File: src/rtl/systolic_skew_feeder_if.sv
// Operand write port, run control and skewed edge streams of the systolic skew feeder.
// The master side loads operands and starts runs; the slave side is the feeder itself.
interface systolic_skew_feeder_if #(
    parameter int unsigned DATA_W = 8
);
    logic              wr_en;
    logic              wr_sel;
    logic [3:0]        wr_addr;
    logic [DATA_W-1:0] wr_data;
    logic              start;
    logic              busy;
    logic              arr_clr;
    logic              done;
    logic [DATA_W-1:0] inp_west0;
    logic [DATA_W-1:0] inp_west4;
    logic [DATA_W-1:0] inp_west8;
    logic [DATA_W-1:0] inp_west12;
    logic [DATA_W-1:0] inp_north0;
    logic [DATA_W-1:0] inp_north1;
    logic [DATA_W-1:0] inp_north2;
    logic [DATA_W-1:0] inp_north3;

    modport master (
        output wr_en, wr_sel, wr_addr, wr_data, start,
        input  busy, arr_clr, done,
        input  inp_west0, inp_west4, inp_west8, inp_west12,
        input  inp_north0, inp_north1, inp_north2, inp_north3
    );

    modport slave (
        input  wr_en, wr_sel, wr_addr, wr_data, start,
        output busy, arr_clr, done,
        output inp_west0, inp_west4, inp_west8, inp_west12,
        output inp_north0, inp_north1, inp_north2, inp_north3
    );
endinterface

File: src/rtl/systolic_skew_feeder.sv
// Operand store and diagonal wavefront generator for the 4x4 systolic multiplier.
// Row i of A and column j of B are delayed by i and j cycles respectively.
module systolic_skew_feeder #(
    parameter int unsigned DATA_W       = 8,
    parameter int unsigned DRAIN_CYCLES = 3
) (
    input logic                   clk,
    input logic                   rst,
    systolic_skew_feeder_if.slave bus
);

    typedef enum logic [2:0] {
        StIdle,
        StClear,
        StFeed,
        StDrain,
        StFin
    } state_e;

    localparam logic [2:0] FeedLast  = 3'd6;
    localparam logic [3:0] DrainLast = (DRAIN_CYCLES == 0) ? 4'd0 : 4'(DRAIN_CYCLES - 1);

    state_e            state_q, state_d;
    logic [2:0]        step_q, step_d;
    logic [3:0]        drain_q, drain_d;

    logic [DATA_W-1:0] bank_a [16];
    logic [DATA_W-1:0] bank_b [16];

    logic              busy_q, busy_d;
    logic              arr_clr_q, arr_clr_d;
    logic              done_q, done_d;
    logic [DATA_W-1:0] west_q [4];
    logic [DATA_W-1:0] west_d [4];
    logic [DATA_W-1:0] north_q [4];
    logic [DATA_W-1:0] north_d [4];
    logic [3:0]        lag;

    // Operand banks accept writes only while the FSM is idle.
    always_ff @(posedge clk or posedge rst) begin
        if (rst) begin
            for (int i = 0; i < 16; i++) begin
                bank_a[i] <= '0;
                bank_b[i] <= '0;
            end
        end else if (bus.wr_en && (state_q == StIdle)) begin
            if (bus.wr_sel) begin
                bank_b[bus.wr_addr] <= bus.wr_data;
            end else begin
                bank_a[bus.wr_addr] <= bus.wr_data;
            end
        end
    end

    always_ff @(posedge clk or posedge rst) begin
        if (rst) begin
            state_q <= StIdle;
            step_q  <= '0;
            drain_q <= '0;
        end else begin
            state_q <= state_d;
            step_q  <= step_d;
            drain_q <= drain_d;
        end
    end

    always_comb begin
        state_d = state_q;
        step_d  = step_q;
        drain_d = drain_q;
        case (state_q)
            StIdle: begin
                if (bus.start) begin
                    state_d = StClear;
                end
            end
            StClear: begin
                state_d = StFeed;
                step_d  = '0;
            end
            StFeed: begin
                if (step_q == FeedLast) begin
                    step_d  = '0;
                    drain_d = '0;
                    if (DRAIN_CYCLES == 0) begin
                        state_d = StFin;
                    end else begin
                        state_d = StDrain;
                    end
                end else begin
                    step_d = step_q + 3'd1;
                end
            end
            StDrain: begin
                if (drain_q == DrainLast) begin
                    state_d = StFin;
                end else begin
                    drain_d = drain_q + 4'd1;
                end
            end
            StFin: begin
                state_d = StIdle;
            end
            default: begin
                state_d = StIdle;
            end
        endcase
    end

    // Outputs are decoded from the next state so they register on the same edge as the state.
    always_comb begin
        busy_d    = state_d inside {StClear, StFeed, StDrain};
        arr_clr_d = (state_d == StClear);
        done_d    = (state_d == StFin);
        lag       = '0;
        for (int i = 0; i < 4; i++) begin
            west_d[i]  = '0;
            north_d[i] = '0;
            // Negative lags wrap above 3 and fall outside the diagonal window.
            lag = {1'b0, step_d} - 4'(i);
            if ((state_d == StFeed) && (lag <= 4'd3)) begin
                west_d[i]  = bank_a[{2'(i), lag[1:0]}];
                north_d[i] = bank_b[{lag[1:0], 2'(i)}];
            end
        end
    end

    always_ff @(posedge clk or posedge rst) begin
        if (rst) begin
            busy_q    <= 1'b0;
            arr_clr_q <= 1'b0;
            done_q    <= 1'b0;
            for (int i = 0; i < 4; i++) begin
                west_q[i]  <= '0;
                north_q[i] <= '0;
            end
        end else begin
            busy_q    <= busy_d;
            arr_clr_q <= arr_clr_d;
            done_q    <= done_d;
            west_q    <= west_d;
            north_q   <= north_d;
        end
    end

    assign bus.busy       = busy_q;
    assign bus.arr_clr    = arr_clr_q;
    assign bus.done       = done_q;
    assign bus.inp_west0  = west_q[0];
    assign bus.inp_west4  = west_q[1];
    assign bus.inp_west8  = west_q[2];
    assign bus.inp_west12 = west_q[3];
    assign bus.inp_north0 = north_q[0];
    assign bus.inp_north1 = north_q[1];
    assign bus.inp_north2 = north_q[2];
    assign bus.inp_north3 = north_q[3];

endmodule

File: src/flat_wrapper.sv
// flat-port wrapper written by rule: the top's interface ports become plain ports
module systolic_skew_feeder_flat 
#(
    parameter int unsigned DATA_W       = 8,
    parameter int unsigned DRAIN_CYCLES = 3
)
  (clk, rst, bus_wr_en, bus_wr_sel, bus_wr_addr, bus_wr_data, bus_start, bus_busy, bus_arr_clr, bus_done, bus_inp_west0, bus_inp_west4, bus_inp_west8, bus_inp_west12, bus_inp_north0, bus_inp_north1, bus_inp_north2, bus_inp_north3);
  systolic_skew_feeder_if #(.DATA_W(DATA_W)) bus_i ();
  input logic clk;
  input logic rst;
  input wire logic [$bits(bus_i.wr_en)-1:0] bus_wr_en;
  input wire logic [$bits(bus_i.wr_sel)-1:0] bus_wr_sel;
  input wire logic [$bits(bus_i.wr_addr)-1:0] bus_wr_addr;
  input wire logic [$bits(bus_i.wr_data)-1:0] bus_wr_data;
  input wire logic [$bits(bus_i.start)-1:0] bus_start;
  output wire logic [$bits(bus_i.busy)-1:0] bus_busy;
  output wire logic [$bits(bus_i.arr_clr)-1:0] bus_arr_clr;
  output wire logic [$bits(bus_i.done)-1:0] bus_done;
  output wire logic [$bits(bus_i.inp_west0)-1:0] bus_inp_west0;
  output wire logic [$bits(bus_i.inp_west4)-1:0] bus_inp_west4;
  output wire logic [$bits(bus_i.inp_west8)-1:0] bus_inp_west8;
  output wire logic [$bits(bus_i.inp_west12)-1:0] bus_inp_west12;
  output wire logic [$bits(bus_i.inp_north0)-1:0] bus_inp_north0;
  output wire logic [$bits(bus_i.inp_north1)-1:0] bus_inp_north1;
  output wire logic [$bits(bus_i.inp_north2)-1:0] bus_inp_north2;
  output wire logic [$bits(bus_i.inp_north3)-1:0] bus_inp_north3;
  assign bus_i.wr_en = bus_wr_en;
  assign bus_i.wr_sel = bus_wr_sel;
  assign bus_i.wr_addr = bus_wr_addr;
  assign bus_i.wr_data = bus_wr_data;
  assign bus_i.start = bus_start;
  assign bus_busy = bus_i.busy;
  assign bus_arr_clr = bus_i.arr_clr;
  assign bus_done = bus_i.done;
  assign bus_inp_west0 = bus_i.inp_west0;
  assign bus_inp_west4 = bus_i.inp_west4;
  assign bus_inp_west8 = bus_i.inp_west8;
  assign bus_inp_west12 = bus_i.inp_west12;
  assign bus_inp_north0 = bus_i.inp_north0;
  assign bus_inp_north1 = bus_i.inp_north1;
  assign bus_inp_north2 = bus_i.inp_north2;
  assign bus_inp_north3 = bus_i.inp_north3;
  systolic_skew_feeder #(.DATA_W(DATA_W), .DRAIN_CYCLES(DRAIN_CYCLES)) u_core (.clk(clk), .rst(rst), .bus(bus_i));
endmodule
File: config.mk
export PLATFORM = sky130hd
export DESIGN_NAME = systolic_skew_feeder_flat
export DESIGN_NICKNAME = d
export VERILOG_FILES = /design/src/rtl/systolic_skew_feeder_if.sv /design/src/rtl/systolic_skew_feeder.sv /design/src/flat_wrapper.sv
export SDC_FILE = /design/constraint.sdc
export NUM_CORES = 1
export LEC_CHECK = 0
export BUFFER_PORTS_ARGS = -buffer_cell sky130_fd_sc_hd__buf_2
export CAP_MARGIN = 40
export CORE_ASPECT_RATIO = 0.75
export CORE_MARGIN = 10
export CORE_UTILIZATION = 55
export CTS_CLUSTER_SIZE = 20
export DETAILED_ROUTE_END_ITERATION = 10
export PLACE_DENSITY = 0.82
export SLEW_MARGIN = 10
export SYNTH_ARGS = -nofsm -noshare
export SYNTH_HDL_FRONTEND = slang
export SYNTH_SLANG_ARGS = --single-unit
File: constraint.sdc
create_clock -name clk -period 14.16 [get_ports clk]
set_input_delay 2.832 -clock clk [delete_from_list [all_inputs] [get_ports clk]]
set_output_delay 2.832 -clock clk [all_outputs]
set_load 0.05 [all_outputs]
==> After elaboration in Yosys (flattened, before gate mapping) <==
Index checks and enable logic that the tools add are counted.
{ "totals": {"regBits": 333, "input_bits": 17, "out_inout_bits": 67} }
{ "op_classes": {"addsub": 5, "order_cmp": 14, "n_eq_ne": 11, "mux": 45, "bitwise_logic": 10, "n_reduce_logical": 12} }
{ "op_table": {"columns": ["cell", "count"], "rows": [
  ["$bmux 8 s4", 8],
  ["$bwmux 128", 2],
  ["$mux 8", 25],
  ["$ge 5x5->1 const B", 9],
  ["$not 4->5", 7],
  ["$demux 8 s4", 1],
  ["$eq 3x2->1 const B", 4],
  ["$le 4x2->1 const B", 3],
  ["$mux 3", 4],
  ["$pmux 3 s4", 1],
  ["$mux 4", 2],
  ["$pmux 4 s2", 1],
  ["$sub 3x2->4 const B", 2],
  ["$eq 3x1->1 const B", 2],
  ["$eq 3x3->1 const B", 2],
  ["$logic_and 1x1->1", 6],
  ["$pmux 3 s2", 1],
  ["$lt 5x1->1 const B", 1],
  ["$not 2->5", 1],
  ["$not 3->5", 1],
  ["$add 4x1->4 const B", 1],
  ["$eq 4x2->1 const B", 1],
  ["$reduce_and 2->1", 2],
  ["$sub 3x1->4 const B", 1],
  ["other kinds (9)", 9]
]} }

==> Longest topological paths before layout <==
{ "depth": {"ltp_word": 9, "ltp_mapped": 14, "depth_no_buf": 8} }

==> Least setup slack after synthesis <==
Ideal clock, no wire load.
{ "synth_path": {"path_kind": "input-to-reg", "start": "input port bus_wr_sel", "end": "register u_core.bank_a[24] in the netlist's numbering", "arrival_ps": 4052, "slack_ps": 9983, "cell_stages": 5, "path_buffers": 1, "path_cell_list": "and3b_1 > buf_2 > nand3_2 > nor3_2 > mux2_2"} }
{ "synth_via": {"elab_chain_cells": 2} }
{ "synth_rtl": {"columns": ["item", "line_no", "text"], "rows": [
  ["start: declaration", "flat_wrapper.sv:12", "input wire logic [$bits(bus_i.wr_sel)-1:0] bus_wr_sel;"],
  ["$not 1->1 (no source line)", null, null],
  ["$reduce_and 2->1 (no source line)", null, null],
  ["end signal: indexed assignment", "systolic_skew_feeder.sv:50", "bank_a[bus.wr_addr] <= bus.wr_data;"],
  ["end: declaration", "systolic_skew_feeder.sv:27", "logic [DATA_W-1:0] bank_a [16];"]
]} }
Every way passes these cells.
A chain may end at the register's enable or synchronous reset.

==> Worst setup path in the final report <==
{ "layout_path": {"start": "input port bus_wr_sel", "end": "register u_core.bank_b[102] in the netlist's numbering"} }
{ "layout_via": {"elab_chain_cells": 1} }
{ "layout_rtl": {"columns": ["item", "line_no", "text"], "rows": [
  ["$reduce_and 2->1 (no source line)", null, null],
  ["end signal: indexed assignment", "systolic_skew_feeder.sv:48", "bank_b[bus.wr_addr] <= bus.wr_data;"],
  ["end: declaration", "systolic_skew_feeder.sv:28", "logic [DATA_W-1:0] bank_b [16];"]
]} }
Every way passes these cells.

==> metrics.txt <==
number of flops mapped to enable cells by yosys 0; clk sinks 333; Mapped Nets 1,034; FF-to-FF path depth 9; clk slew on worst S/H paths 0.06 ns; vias in the first global route 9,159; Synth area leader dfrtp_1; Synth Area in Compound Gates 0.0523; fmax 238 MHz; die width 205 um; worst-skew pair later-pin latency 0.56 ns; pin count of the biggest net entering global routing 100; Core Area 0.0251 mm^2; Vias 8,718; largest family of logic cells by synthesized area multiplexers; worst-path maximum fanout 8; Max Cap Viol 0; cts bufs inserted 31; slowest stage delay, CP 0.64 ns; Post-Place Worst Slack 9.41 ns; multiplexer area fraction after synthesis 0.247; CP Data Arrival Time 4.64 ns; WL final 32.3 mm; CP Capture Type flop; max-slew violations 0; Hold Crit Depth 1; Syn Area/Cell 14.0 um^2; Final HPWL DP 19.8 mm; Die Y 159 um; slew margin rel. 0.407; routed len/inst 22.7 um; worst hold path class flop to flop; Initial DRC Count 772; top cells by area, synth dfrtp_1 59%, mux2_2 21%, mux4_2 2.5%; simple-gate share of the synthesized area 0.0791; Ys Warns 0; TritonCTS clock tree built; Final Cycle Share 0.296; Area Growth Syn to Fin 11.7%; Startpoint Class primary input; layout cells sized above 1 0.428; Root Buffer clkbuf_16; gr ovfl total 0; worst path required time 14.60 ns; initial antenna violation count 1; final hold violation count 0; first-pass iteration count of the detailed router 5; FF+latch count, synth 333; worst IR drop on VDD 0.182 mV; Clock Skew 0.0106 ns; post_cts resized 0; post-synthesis adder-cell area fraction 0.00441; top cell type's share of synthesized area 0.588; Power Density 197 mW/mm^2; # rows 50; RSZ-0062 raised after global routing false; Cell variety after synth 58; vias per std cell 6.12; cell with the most instances after synthesis dfrtp_1; Starting Density 0.563; Leak 7.78 nW; Placer Congestion 0.797; first-pass GRT wire length 52.2 mm; I/O pin count 84; setup violators final 0; Cells after Synth 1,012; Worst path slowest cell nor3_1; CP cell instances buf_2 > nand3_1 > nor3_1 > nand3_1 > mux2_2; ys async rst share 1.00; register area share after synthesis 0.588; status finished clean; min setup slack post-route 9.96 ns; nets 1,089; CTS Hold Bufs 0; H-tree levels 1; Synth Area in XOR/XNOR 0.00124; setup TNS 0 ns; Setup Buffers After CTS 0; PortBufs 83; Final min period 4.20 ns; antenna-violating nets left 0; Die ar. 0.0327 mm^2; WS Path Type primary input to flop; mapped cell area 0.0142 mm^2; most used cell, CP nand3_1; Primary FF master, synth dfrtp_1; Post-synth top cells 333 x dfrtp_1, 270 x mux2_2, 48 x nor3_1, 43 x clkbuf_1, 26 x nor2b_1; Max clock buf depth 3; Residual DRC 0; GRT Total Usage 0.198; Worst-Margin Slew 0.890 ns
[cell type report]
type / count / area, um^2
Clock inverter: 10 / 113
Sequential cell: 333 / 8330
Fill cell: 1880 / 9320
Tap cell: 338 / 423
Multi-Input combinational cell: 594 / 5440
Antenna cell: 1 / 2.50
Inverter: 11 / 48.8
Clock buffer: 41 / 873
Timing Repair Buffer: 96 / 589
[cell usage in the layout, fill, tap and decap left out, types with 3 or more instances in the layout]
cell type and count:
a211oi_1 23, nor2_1 21, and2_1 7, clkbuf_16 31, nor2b_1 26, nor4_1 23
nand2b_1 3, dfrtp_1 332, nand2_1 21, ha_1 5, clkbuf_1 4, nor2_2 12
o22ai_1 9, nand3b_1 3, mux2_2 270, clkinv_2 4, a21oi_1 6, inv_1 8
a22oi_1 9, nor3_2 4, buf_2 83, nor3_1 48, or2_2 3, a222oi_1 16
mux4_2 16, nand3_1 11, mux2i_1 10, a21boi_0 4, buf_4 8, a21boi_1 12
clkbuf_8 6, buf_16 3
[sequential cells by signal, indices dropped and copies added, names as in the netlist]
name	cells
u_core.bus.inp_west8	8
u_core.bus.inp_north3	8
u_core.bus.busy	1
u_core.bus.inp_west4	8
u_core.bus.arr_clr	1
u_core.drain_q	4
u_core.bus.inp_north0	8
u_core.bus.inp_west12	8
u_core.bank_b	128
u_core.bus.done	1
u_core.state_q	3
u_core.bus.inp_north1	8
u_core.step_q	3
u_core.bus.inp_west0	8
u_core.bank_a	128
u_core.bus.inp_north2	8
[critical path, delay by kind of cell]
family        cells  cell delay (ns)
buf+inv           1             0.08
simple gates      3             1.31
mux               1             0.41
[stage by stage]
step / total power (W) / area, um^2 / utilization / instances / hold slack, ns
3_3_place_gp: 0.00224 / 14700 / 0.586 / 1367 / 0.479
4_1_cts: 0.00312 / 15800 / 0.629 / 1423 / 0.500
6_report: 0.00311 / 15800 / 0.629 / 1424 / 0.499
5_1_grt: 0.00326 / 15800 / 0.629 / 1424 / 0.514
2_1_floorplan: 0.00201 / 14200 / - / 1012 / 0.471
3_5_place_dp: 0.00230 / 14800 / 0.590 / 1372 / 0.487
[logic make-up after synthesis]
logic type	after synthesis
XOR/XNOR	2
multiplexers	296
adder cells (fa/ha/maj)	5
AND/OR/NAND/NOR	198
flip-flops	333
buffers and inverters	85
AO/OA/AOI/OAI	93
[power breakdown]
part           leakage, nW  switching (W)  total [W]  internal [W]
combinational         2.71       0.000755    0.00114      0.000381
sequential            4.58      0.0000808    0.00116       0.00108
clock                0.483       0.000352   0.000818      0.000466
total                 7.78        0.00119    0.00311       0.00193
[per-layer routing]
metal | up-vias | GRT usage | wire (um)
li1 | 3802 | - | -
met5 | - | 0 | 0
met2 | 270 | 0.308 | 15000
met3 | 52 | 0.0321 | 1850
met4 | 0 | 0.0500 | 697
met1 | 4594 | 0.283 | 14700
[worst paths after layout]
path | end | slack [ns] | from
worst min register to register | u_core.bank_a[118] | 0.50 | u_core.bank_a[118]
worst max register to register | u_core.bus.inp_north3[2] | 10.11 | u_core.step_q[1]
worst min-delay path | u_core.bank_a[118] | 0.50 | u_core.bank_a[118]
worst max-delay path | u_core.bank_b[102] | 9.96 | bus_wr_sel
max in group asynchronous | u_core.bank_a[41] | 10.59 | rst
min in group asynchronous | u_core.bank_b[123] | 2.38 | rst
Note: power is estimated with default switching activity, not from simulation.
